[config.mk]
export PLATFORM = sky130hd
export DESIGN_NAME = mesi_coherence_monitor
export DESIGN_NICKNAME = d
export VERILOG_FILES = /design/src/rtl/mesi_mon_pkg.sv /design/src/rtl/mesi_mon_ack_timer.sv /design/src/rtl/mesi_coherence_monitor.sv
export SDC_FILE = /design/constraint.sdc
export NUM_CORES = 1
export LEC_CHECK = 0
export CAP_MARGIN = 20
export CELL_PAD_IN_SITES_DETAIL_PLACEMENT = 1
export CELL_PAD_IN_SITES_GLOBAL_PLACEMENT = 1
export CORE_MARGIN = 2
export CORE_UTILIZATION = 54
export DETAILED_ROUTE_END_ITERATION = 12
export MAX_ROUTING_LAYER = met4
export PLACE_DENSITY_LB_ADDON = 0.05
export RECOVER_POWER = 100
export SLEW_MARGIN = 15
export SYNTH_ARGS = -nofsm -noshare
export SYNTH_HDL_FRONTEND = slang
export SYNTH_HIERARCHICAL = 1
export SYNTH_SLANG_ARGS = --single-unit
[constraint.sdc]
create_clock -name clk -period 10.8 [get_ports clk]
set_input_delay 2.16 -clock clk [delete_from_list [all_inputs] [get_ports clk]]
set_output_delay 2.16 -clock clk [all_outputs]
set_load 0.005 [all_outputs]
[src/rtl/mesi_mon_pkg.sv]
// Shared types and constants for the MESI coherence monitor.
package mesi_mon_pkg;

    typedef enum logic [1:0] {
        MESI_I = 2'b00,
        MESI_S = 2'b01,
        MESI_E = 2'b10,
        MESI_M = 2'b11
    } mesi_state_e;

    typedef enum logic [1:0] {
        ERR_NONE         = 2'd0,
        ERR_MULTI_OWNER  = 2'd1,
        ERR_OWNER_SHARER = 2'd2,
        ERR_ACK_TIMEOUT  = 2'd3
    } err_type_e;

    typedef enum logic {
        CAP_IDLE,
        CAP_CAPTURED
    } cap_state_e;

    localparam int unsigned CBUS_NOP = 0;

    // M and E both grant exclusive ownership of a line.
    function automatic logic is_owner(mesi_state_e s);
        return (s == MESI_E) || (s == MESI_M);
    endfunction

endpackage

[src/rtl/mesi_mon_ack_timer.sv]
// Per-CPU coherence-bus handshake timer: counts pending cycles, pulses once at timeout.
module mesi_mon_ack_timer
    import mesi_mon_pkg::*;
#(
    parameter int unsigned CBUS_CMD_WIDTH = 3,
    parameter int unsigned ACK_TIMEOUT    = 16
) (
    input  logic                      clk,
    input  logic                      rst,
    input  logic [CBUS_CMD_WIDTH-1:0] cbus_cmd,
    input  logic                      cbus_ack,
    output logic                      timeout_pulse_o,
    output logic                      timeout_o
);

    localparam int unsigned TW = $clog2(ACK_TIMEOUT + 1);

    logic [TW-1:0] cnt_q, cnt_d;
    logic          pending;

    // Pending detect, saturating count and the one-shot pulse on the edge the count reaches the limit.
    always_comb begin
        pending = (cbus_cmd != CBUS_CMD_WIDTH'(CBUS_NOP)) && !cbus_ack;
        cnt_d   = '0;
        if (pending) begin
            if (cnt_q == TW'(ACK_TIMEOUT)) begin
                cnt_d = cnt_q;
            end else begin
                cnt_d = cnt_q + 1'b1;
            end
        end
        timeout_pulse_o = pending && (cnt_q == TW'(ACK_TIMEOUT - 1));
        timeout_o       = (cnt_q == TW'(ACK_TIMEOUT));
    end

    // Counter register.
    always_ff @(posedge clk or negedge rst) begin
        if (!rst) begin
            cnt_q <= '0;
        end else begin
            cnt_q <= cnt_d;
        end
    end

endmodule

[src/rtl/mesi_coherence_monitor.sv]
// Shadow MESI table, single-owner invariant check, ack timeouts and first-error capture.
module mesi_coherence_monitor
    import mesi_mon_pkg::*;
#(
    parameter int unsigned NUM_CPUS       = 4,
    parameter int unsigned NUM_LINES      = 16,
    parameter int unsigned LINE_W         = 4,
    parameter int unsigned CBUS_CMD_WIDTH = 3,
    parameter int unsigned ACK_TIMEOUT    = 16,
    parameter int unsigned CNT_W          = 8
) (
    input  logic                               clk,
    input  logic                               rst,
    input  logic [NUM_CPUS-1:0]                upd_vld,
    input  logic [NUM_CPUS*LINE_W-1:0]         upd_line,
    input  logic [NUM_CPUS*2-1:0]              upd_state,
    input  logic [NUM_CPUS*CBUS_CMD_WIDTH-1:0] cbus_cmd,
    input  logic [NUM_CPUS-1:0]                cbus_ack,
    input  logic                               err_clr,
    output logic                               err_o,
    output logic [1:0]                         err_type,
    output logic [LINE_W-1:0]                  err_line,
    output logic [NUM_CPUS-1:0]                err_cpu_mask,
    output logic [CNT_W-1:0]                   err_cnt,
    output logic [NUM_CPUS-1:0]                timeout_o
);

    mesi_state_e shadow_q [NUM_CPUS][NUM_LINES];
    mesi_state_e shadow_d [NUM_CPUS][NUM_LINES];
    logic [NUM_CPUS-1:0] chk_vld_q, chk_vld_d;
    logic [LINE_W-1:0]   chk_line_q [NUM_CPUS];
    logic [LINE_W-1:0]   chk_line_d [NUM_CPUS];

    logic [NUM_CPUS-1:0] line_mask [NUM_CPUS];
    logic [NUM_CPUS-1:0] multi_own, own_shr;
    logic [NUM_CPUS-1:0] tmo_pulse;

    err_type_e           sel_type;
    logic [LINE_W-1:0]   sel_line;
    logic [NUM_CPUS-1:0] sel_mask;
    logic                any_err;

    cap_state_e          state_q, state_d;
    logic                load_cap, clr_cap;
    err_type_e           err_type_q, err_type_d;
    logic [LINE_W-1:0]   err_line_q, err_line_d;
    logic [NUM_CPUS-1:0] err_mask_q, err_mask_d;
    logic [CNT_W-1:0]    err_cnt_q, err_cnt_d;

    // Stage 0: each CPU writes only its own column; remember which lines to check next cycle.
    always_comb begin
        shadow_d  = shadow_q;
        chk_vld_d = upd_vld;
        for (int unsigned c = 0; c < NUM_CPUS; c++) begin
            chk_line_d[c] = upd_line[c*LINE_W +: LINE_W];
            if (upd_vld[c]) begin
                shadow_d[c][upd_line[c*LINE_W +: LINE_W]] = mesi_state_e'(upd_state[c*2 +: 2]);
            end
        end
    end

    // Shadow table and check-stage pipeline registers.
    always_ff @(posedge clk or negedge rst) begin
        if (!rst) begin
            for (int unsigned c = 0; c < NUM_CPUS; c++) begin
                for (int unsigned l = 0; l < NUM_LINES; l++) begin
                    shadow_q[c][l] <= MESI_I;
                end
                chk_line_q[c] <= '0;
            end
            chk_vld_q <= '0;
        end else begin
            shadow_q   <= shadow_d;
            chk_vld_q  <= chk_vld_d;
            chk_line_q <= chk_line_d;
        end
    end

    // Stage 1: classify each line updated last cycle against the post-update table.
    always_comb begin : line_check
        int unsigned n_own;
        int unsigned n_shr;
        for (int unsigned c = 0; c < NUM_CPUS; c++) begin
            n_own        = 0;
            n_shr        = 0;
            line_mask[c] = '0;
            for (int unsigned k = 0; k < NUM_CPUS; k++) begin
                if (is_owner(shadow_q[k][chk_line_q[c]])) begin
                    n_own = n_own + 1;
                end
                if (shadow_q[k][chk_line_q[c]] == MESI_S) begin
                    n_shr = n_shr + 1;
                end
                if (shadow_q[k][chk_line_q[c]] != MESI_I) begin
                    line_mask[c][k] = 1'b1;
                end
            end
            multi_own[c] = chk_vld_q[c] && (n_own > 1);
            own_shr[c]   = chk_vld_q[c] && (n_own == 1) && (n_shr > 0);
        end
    end

    // Per-CPU ack timers.
    for (genvar g = 0; g < NUM_CPUS; g++) begin : g_timer
        mesi_mon_ack_timer #(
            .CBUS_CMD_WIDTH (CBUS_CMD_WIDTH),
            .ACK_TIMEOUT    (ACK_TIMEOUT)
        ) u_timer (
            .clk             (clk),
            .rst             (rst),
            .cbus_cmd        (cbus_cmd[g*CBUS_CMD_WIDTH +: CBUS_CMD_WIDTH]),
            .cbus_ack        (cbus_ack[g]),
            .timeout_pulse_o (tmo_pulse[g]),
            .timeout_o       (timeout_o[g])
        );
    end

    // Error priority: type 1, then type 2, then type 3; lowest CPU index within a type.
    always_comb begin
        sel_type = ERR_NONE;
        sel_line = '0;
        sel_mask = '0;
        for (int unsigned c = 0; c < NUM_CPUS; c++) begin
            if (sel_type == ERR_NONE && multi_own[c]) begin
                sel_type = ERR_MULTI_OWNER;
                sel_line = chk_line_q[c];
                sel_mask = line_mask[c];
            end
        end
        for (int unsigned c = 0; c < NUM_CPUS; c++) begin
            if (sel_type == ERR_NONE && own_shr[c]) begin
                sel_type = ERR_OWNER_SHARER;
                sel_line = chk_line_q[c];
                sel_mask = line_mask[c];
            end
        end
        for (int unsigned c = 0; c < NUM_CPUS; c++) begin
            if (sel_type == ERR_NONE && tmo_pulse[c]) begin
                sel_type    = ERR_ACK_TIMEOUT;
                sel_line    = '0;
                sel_mask    = '0;
                sel_mask[c] = 1'b1;
            end
        end
        any_err = (sel_type != ERR_NONE);
    end

    // Capture FSM state register.
    always_ff @(posedge clk or negedge rst) begin
        if (!rst) begin
            state_q <= CAP_IDLE;
        end else begin
            state_q <= state_d;
        end
    end

    // Capture FSM next state: a new error wins over a simultaneous clear.
    always_comb begin
        state_d = state_q;
        if (any_err) begin
            state_d = CAP_CAPTURED;
        end else if (err_clr) begin
            state_d = CAP_IDLE;
        end
    end

    // Capture FSM outputs.
    always_comb begin
        load_cap = any_err && ((state_q == CAP_IDLE) || err_clr);
        clr_cap  = err_clr && !any_err;
        err_o    = (state_q == CAP_CAPTURED);
    end

    // Capture registers and saturating error-cycle counter (counter ignores err_clr).
    always_comb begin
        err_type_d = err_type_q;
        err_line_d = err_line_q;
        err_mask_d = err_mask_q;
        if (load_cap) begin
            err_type_d = sel_type;
            err_line_d = sel_line;
            err_mask_d = sel_mask;
        end else if (clr_cap) begin
            err_type_d = ERR_NONE;
            err_line_d = '0;
            err_mask_d = '0;
        end
        err_cnt_d = err_cnt_q;
        if (any_err && (err_cnt_q != '1)) begin
            err_cnt_d = err_cnt_q + 1'b1;
        end
    end

    // Capture and counter registers.
    always_ff @(posedge clk or negedge rst) begin
        if (!rst) begin
            err_type_q <= ERR_NONE;
            err_line_q <= '0;
            err_mask_q <= '0;
            err_cnt_q  <= '0;
        end else begin
            err_type_q <= err_type_d;
            err_line_q <= err_line_d;
            err_mask_q <= err_mask_d;
            err_cnt_q  <= err_cnt_d;
        end
    end

    assign err_type     = err_type_q;
    assign err_line     = err_line_q;
    assign err_cpu_mask = err_mask_q;
    assign err_cnt      = err_cnt_q;

endmodule
Word-level counts from Yosys, hierarchy flattened --
Cells that the tools add are included.
Storage, ports and cells: output and inout bits 23, bits of input ports 47, bits in registers 187, logic and storage cells 454
Operators by class: multiplexer cells 159, reduce and logical (&&, ||, !) cells 94, bitwise logic cells 9, eq/ne operators 65, add/subtract/negate cells 29, order comparisons 20
Operator list (number):
- 32-bit by 1-bit adder with 32-bit output (second input constant) | 24
- 32-bit 2-to-1 mux | 24
- 32-bit by 1-bit greater-than comparator with 1-bit output (second input constant) | 8
- 2-bit binary-select mux with 4-bit select | 16
- 32-bit bitwise mux | 4
- 32-bit by 1-bit equality test with 1-bit output (second input constant) | 4
- 4-bit 2-to-1 mux | 27
- 2-bit 2-to-1 mux | 49
- 2-bit equality test (second input constant) | 32
- 5-bit >= comparator (second input constant) | 8
- 5-bit 2-to-1 mux | 8
- 4-bit inverter with 5-bit output | 8
- 1-bit logical AND | 38
- 2-bit nonzero test | 19
- 2-bit demux with 4-bit select | 4
- 2-bit by 1-bit equality test with 1-bit output (second input constant) | 16
- 1-bit 2-to-1 mux | 27
- 2-bit logical NOT | 11
- 5-bit by 1-bit adder with 5-bit output (second input constant) | 4
- 5-bit by 4-bit equality test with 1-bit output (second input constant) | 4
- 5-bit equality test (second input constant) | 4
- 5-bit by 1-bit < comparator with 1-bit output (second input constant) | 4
- 1-bit logical OR | 17
- 3-bit nonzero test | 4
- 5 further kinds | 12

Depth between registers and ports, before layout --
word-level depth 54, gate-level depth with buffers 21, depth with buffers taken out 18

Hierarchy --
The synthesis kept the hierarchy.
Modules (own cells, without submodules):
- mesi_coherence_monitor | instances 1, cells an instance 1016, area each 12532.0 µm², sequential area each 4179.0 µm²
- mesi_mon_ack_timer | instances 4, cells an instance 30, area each 299.0 µm², sequential area each 125.1 µm²

Worst setup path before layout --
OpenSTA, ideal clock, no wires.
path kind register to register, from register chk_line_q[12] (netlist bit), to register err_line_q[3] (netlist: err_line[3]), stages on the path, launching flop included 20, required time 10.676 ns, period minus slack after synthesis 5.739 ns, library setup time 0.124 ns, buffers on the path 4, setup slack 5.061 ns, arrival time 5.615 ns, path through dfrtp_1 buf_4 buf_4 buf_4 buf_1 mux4_2 mux4_2 inv_1 ha_1 or3_1 and2_1 ha_1 nand2b_1 or3b_1 a211oi_2 nand2_1 or4b_1 nand2_1 a2111oi_0 a211o_1
Between the ends: longest elaborated chain between the ends 53, elaborated cells on any way between the ends 101, those cells by class add/sub (6); order compare (2); eq/ne (13); mux (45); bitwise (1); reduce/logical (34)
RTL lines:
- start, declared | line mesi_coherence_monitor.sv:31 | logic [LINE_W-1:0] chk_line_q [NUM_CPUS];
- start signal, assigned | line mesi_coherence_monitor.sv:75 | chk_line_q <= chk_line_d;
- 4-bit inverter with 5-bit output (not written as such) * | line mesi_coherence_monitor.sv:88, mesi_coherence_monitor.sv:91
- 2-bit binary-select mux with 4-bit select | line mesi_coherence_monitor.sv:88, mesi_coherence_monitor.sv:91
- 2-bit 2-to-1 mux (not written as such) (2 in a row) | line mesi_coherence_monitor.sv:88, mesi_coherence_monitor.sv:91
- 2-bit equality test | line mesi_mon_pkg.sv:27 | return (s == MESI_E) || (s == MESI_M);
- 1-bit logical OR | line mesi_mon_pkg.sv:27
- 1-bit 2-to-1 mux | line mesi_coherence_monitor.sv:88 | if (is_owner(shadow_q[k][chk_line_q[c]])) begin
- 32-bit by 1-bit adder with 32-bit output | line mesi_coherence_monitor.sv:89 | n_own = n_own + 1;
- 32-bit 2-to-1 mux | line mesi_coherence_monitor.sv:88
- [36 not listed]
- 2-bit 2-to-1 mux | line mesi_coherence_monitor.sv:138 | if (sel_type == ERR_NONE && tmo_pulse[c]) begin
- 2-bit logical NOT | line mesi_coherence_monitor.sv:138
- 1-bit logical AND | line mesi_coherence_monitor.sv:138
- 2-bit 2-to-1 mux | line mesi_coherence_monitor.sv:138
- 2-bit nonzero test | line mesi_coherence_monitor.sv:145 | any_err = (sel_type != ERR_NONE);
- 1-bit logical NOT | line mesi_coherence_monitor.sv:170 | clr_cap = err_clr && !any_err;
- 1-bit logical AND | line mesi_coherence_monitor.sv:170
- 2-bit nonzero test (no line)
- end signal, assigned | line mesi_coherence_monitor.sv:203 | err_line_q <= err_line_d;
- end, declared | line mesi_coherence_monitor.sv:46 | logic [LINE_W-1:0] err_line_q, err_line_d;
Every way passes the cells marked *; elsewhere a longest branch is shown, timed or not. The select of a mux whose other input is x is not followed. A chain may end at the register's enable or synchronous reset.

Worst setup path in the final report --
from register chk_line_q[12] (netlist bit), to register err_mask_q[2] (netlist: err_cpu_mask[2])
Between the ends: longest elaborated chain between the ends 53, elaborated cells on any way between the ends 103, those cells by class add/sub (6); order compare (2); eq/ne (13); mux (46); bitwise (1); reduce/logical (35)
RTL lines:
- 4-bit inverter with 5-bit output (not written as such) * | line mesi_coherence_monitor.sv:88, mesi_coherence_monitor.sv:91, mesi_coherence_monitor.sv:94
- 2-bit binary-select mux with 4-bit select | line mesi_coherence_monitor.sv:88, mesi_coherence_monitor.sv:91
- 2-bit 2-to-1 mux (not written as such) (2 in a row) | line mesi_coherence_monitor.sv:88, mesi_coherence_monitor.sv:91
- 2-bit equality test | line mesi_mon_pkg.sv:27
- 1-bit logical OR | line mesi_mon_pkg.sv:27
- 1-bit 2-to-1 mux | line mesi_coherence_monitor.sv:88
- 32-bit by 1-bit adder with 32-bit output | line mesi_coherence_monitor.sv:89
- 32-bit 2-to-1 mux | line mesi_coherence_monitor.sv:88
- [36 not listed]
- 2-bit 2-to-1 mux | line mesi_coherence_monitor.sv:138
- 2-bit logical NOT | line mesi_coherence_monitor.sv:138
- 1-bit logical AND | line mesi_coherence_monitor.sv:138
- 2-bit 2-to-1 mux | line mesi_coherence_monitor.sv:138
- 2-bit nonzero test | line mesi_coherence_monitor.sv:145
- 1-bit logical NOT | line mesi_coherence_monitor.sv:170
- 1-bit logical AND | line mesi_coherence_monitor.sv:170
- 2-bit nonzero test (no line)
- end signal, assigned | line mesi_coherence_monitor.sv:204 | err_mask_q <= err_mask_d;
- end, declared | line mesi_coherence_monitor.sv:47 | logic [NUM_CPUS-1:0] err_mask_q, err_mask_d;
Marked as above.

==> run metrics <==
CTS tree=done; Worst Path Max Fanout=37; crit path kind=register to register; CTS Sinks=187; HPWL Detailed=29.5 mm; RSZ-0062 raised after global routing=no; core area=0.0250 sq mm; crit end category=register; Period minus WS final=7.76 ns; share of post-route cells with drive strength above 1=30.1%; I/O Pins=70; Max-Cap Viols=2; FF+latch count, synth=187; Setup-failing EPs final=0; DR WL/cell=27.4 microns; detailed-route via count=10500; clock buffer depth=2; remaining antenna violation count=0; Fmax achieved=129 MHz; P_int=1.83 mW; Die Wd=163 microns; period utilisation layout=71.8%; Peak VDD IR=0.113 mV; Avg Cell Area, Syn=12.1 sq um; hold_buf cts=0; highest-count cells in the layout ignoring fill and taps=183 x dfrtp_1, 143 x mux4_2, 128 x mux2_2; number of synthesized flops with an enable pin=0; Comb power frac=42.9%; status=complete, but fails checks; Clk Latency, worst-skew pair=0.46 ns; P_sw=1.20 mW; CTS buffer count=17; critical path cell sequence=clkbuf_1, mux4_2, mux4_2, inv_1, ha_1, or3_1, and2_0, ha_1, nand2b_1, or3b_1, a211oi_1, nand2_1, nor4b_4, a21oi_1, nor2_1, a221o_1; CP arrival=8.14 ns; post-synthesis sequential area ratio=34.1%; Yosys warnings=6; initial antenna violation count=0; Synth Instances=1136; Setup Total Neg Slack=0 ns; die area=0.0267 sq mm; syn_nets=1220; leakage=6.12 nW; # nets final=1254; H-tree levels=4; switching share of power=39.7%; Fin Clk Skew=0.0205 ns; pwr/cell area=200 mW/mm^2; number of global-route vias before repair=11100; row cnt=58; first-pass GRT wire length=65.8 mm; commonest non-fill, non-tap cell in the layout=dfrtp_1; DR DRC count=0; chip height=163 microns; Netlist cell types=94; failing checks=capacitance limit, slew limit; post-cts sizing count=0; GRT Overall Usage=33.5%; Area Growth Syn to Fin=10.5%; normalized max-slew margin=-155%; Req. time, crit path=11.19 ns; port bufs=69; async set-reset flop share out of synthesis=100%; final hold vios=0; drt total wl=41.5 mm; Most used DFF post-synth=dfrtp_1; initial DRC count=1107; DR pass1 iterations=5; grt ovf=0; Max Slew Vio Count=111; Final GP Congestion=0.937; Pwr Total=3.03 mW; slowest CP cell=clkbuf_1; Initial Utilization=54.8%; Flop pwr share=35.6%; Post-CTS Setup Inserts=0; actual slew at the worst max-slew pin=3.82 ns; clock network power share=21.5%; hold crit path type=register to register; largest net degree at the start of global routing=117; Worst setup SP type=register; CP peak stage delay=2.12 ns; CTS root buffer=clkbuf_16; Via density=6.96; Worst-path clk slew=0.08 ns; diode count=0; synthesized area=0.0137 sq mm
==> metal layers <==
| metal | routed length [microns] | track usage [%] |
|---|---|---|
| met1 | 16700 | 43.5 |
| met2 | 20300 | 53.1 |
| met3 | 3040 | 5.74 |
| met4 | 1440 | 12.6 |
| met5 | 0 | - |
==> state kept, by name (all words and copies together) (netlist names) <==
| register | count |
|---|---|
| err_cpu_mask | 4 |
| err_line | 4 |
| g_timer.u_timer/cnt_q | 20 |
| shadow_q | 128 |
| err_type | 2 |
| chk_line_q | 16 |
| chk_vld_q | 4 |
| err_o | 1 |
| err_cnt | 8 |
==> worst paths after layout <==
path / cells past startpoint / end / start / slack [ns]
max: 16 / err_cpu_mask[2] / chk_line_q[12] / 3.04
min: 1 / err_line[2] / err_line[2] / 0.52
max reg2reg: 16 / err_cpu_mask[2] / chk_line_q[12] / 3.04
min reg2reg: 1 / err_line[2] / err_line[2] / 0.52
max in group asynchronous: 2 / chk_line_q[8] / rst / 4.52
min in group asynchronous: 1 / shadow_q[27] / rst / 1.82
==> synth_stat cells (8+ instances only) <==
| cell | n | area, sq um |
|---|---|---|
| dfrtp_1 | 187 | 4680 |
| mux4_2 | 143 | 3220 |
| mux2_2 | 134 | 1510 |
| nor2_1 | 85 | 319 |
| nand2_1 | 63 | 236 |
| inv_1 | 49 | 184 |
| ha_1 | 37 | 463 |
| clkbuf_1 | 35 | 131 |
| nand3_1 | 25 | 125 |
| o21ai_0 | 25 | 125 |
| xnor2_1 | 22 | 193 |
| mux2i_1 | 20 | 200 |
| a21oi_1 | 17 | 85.1 |
| nand2b_1 | 17 | 106 |
| nor2b_1 | 17 | 106 |
| nand3b_1 | 14 | 105 |
| nand4_1 | 11 | 68.8 |
| nor3_1 | 11 | 55.1 |
| or3_1 | 11 | 68.8 |
| and3_1 | 10 | 62.6 |
| or2_2 | 10 | 62.6 |
| a22o_1 | 9 | 78.8 |
| and2_1 | 9 | 56.3 |
| buf_6 | 8 | 90.1 |
| xor2_1 | 8 | 70.1 |
==> cell type report <==
type | count | area, sq um
timing repair buffer | 79 | 762
tap | 330 | 413
fill | 2524 | 9870
clock inverter | 15 | 190
sequential | 187 | 4680
inverter | 55 | 206
clock buffer | 17 | 425
multi-input combinational | 830 | 8490
==> stage by stage <==
stage / worst slack (ns) / std cells / cell area [sq um] / hold WS (ns) / utilization, %
2_1_floorplan: 5.06 / 1136 / 13700 / 0.479 / -
3_5_place_dp: 5.12 / 1481 / 14600 / 0.500 / 58.2
3_3_place_gp: 5.24 / 1481 / 14600 / 0.496 / 58.2
5_1_grt: 2.36 / 1513 / 15200 / 0.538 / 60.6
6_report: 3.04 / 1513 / 15200 / 0.517 / 60.6
4_1_cts: 4.98 / 1513 / 15200 / 0.520 / 60.7
==> cells by family after synthesis <==
| family | Yosys count | synth area share [%] |
|---|---|---|
| and+or+nand+nor | 330 | 13.1 |
| adders and majority gates | 37 | 3.37 |
| buffers and inverters | 119 | 3.96 |
| AOI/OAI and AO/OA | 135 | 7.57 |
| xor gates and xnor gates | 30 | 1.91 |
| muxes | 298 | 36.0 |
| DFF | 187 | 34.1 |
==> power groups by stage <==
stage	logic [mW]	registers (mW)	clock network, mW
5_1_grt	1.41	1.10	0.688
3_5_place_dp	1.29	1.08	0
2_1_floorplan	0.954	0.981	0
4_1_cts	1.31	1.07	0.664
6_report	1.30	1.08	0.652
3_3_place_gp	1.25	1.05	0
==> worst max-delay path, delay by kind of cell, from the launching register on <==
kind                       cells  cell delay (ns)
AOI/OAI and AO/OA              3             0.90
buffers and inverters          2             2.22
DFF                            1             0.36
muxes                          2             1.24
and+or+nand+nor                7             2.41
adders and majority gates      2             0.55
No activity file was read; power rests on OpenSTA's default activity.
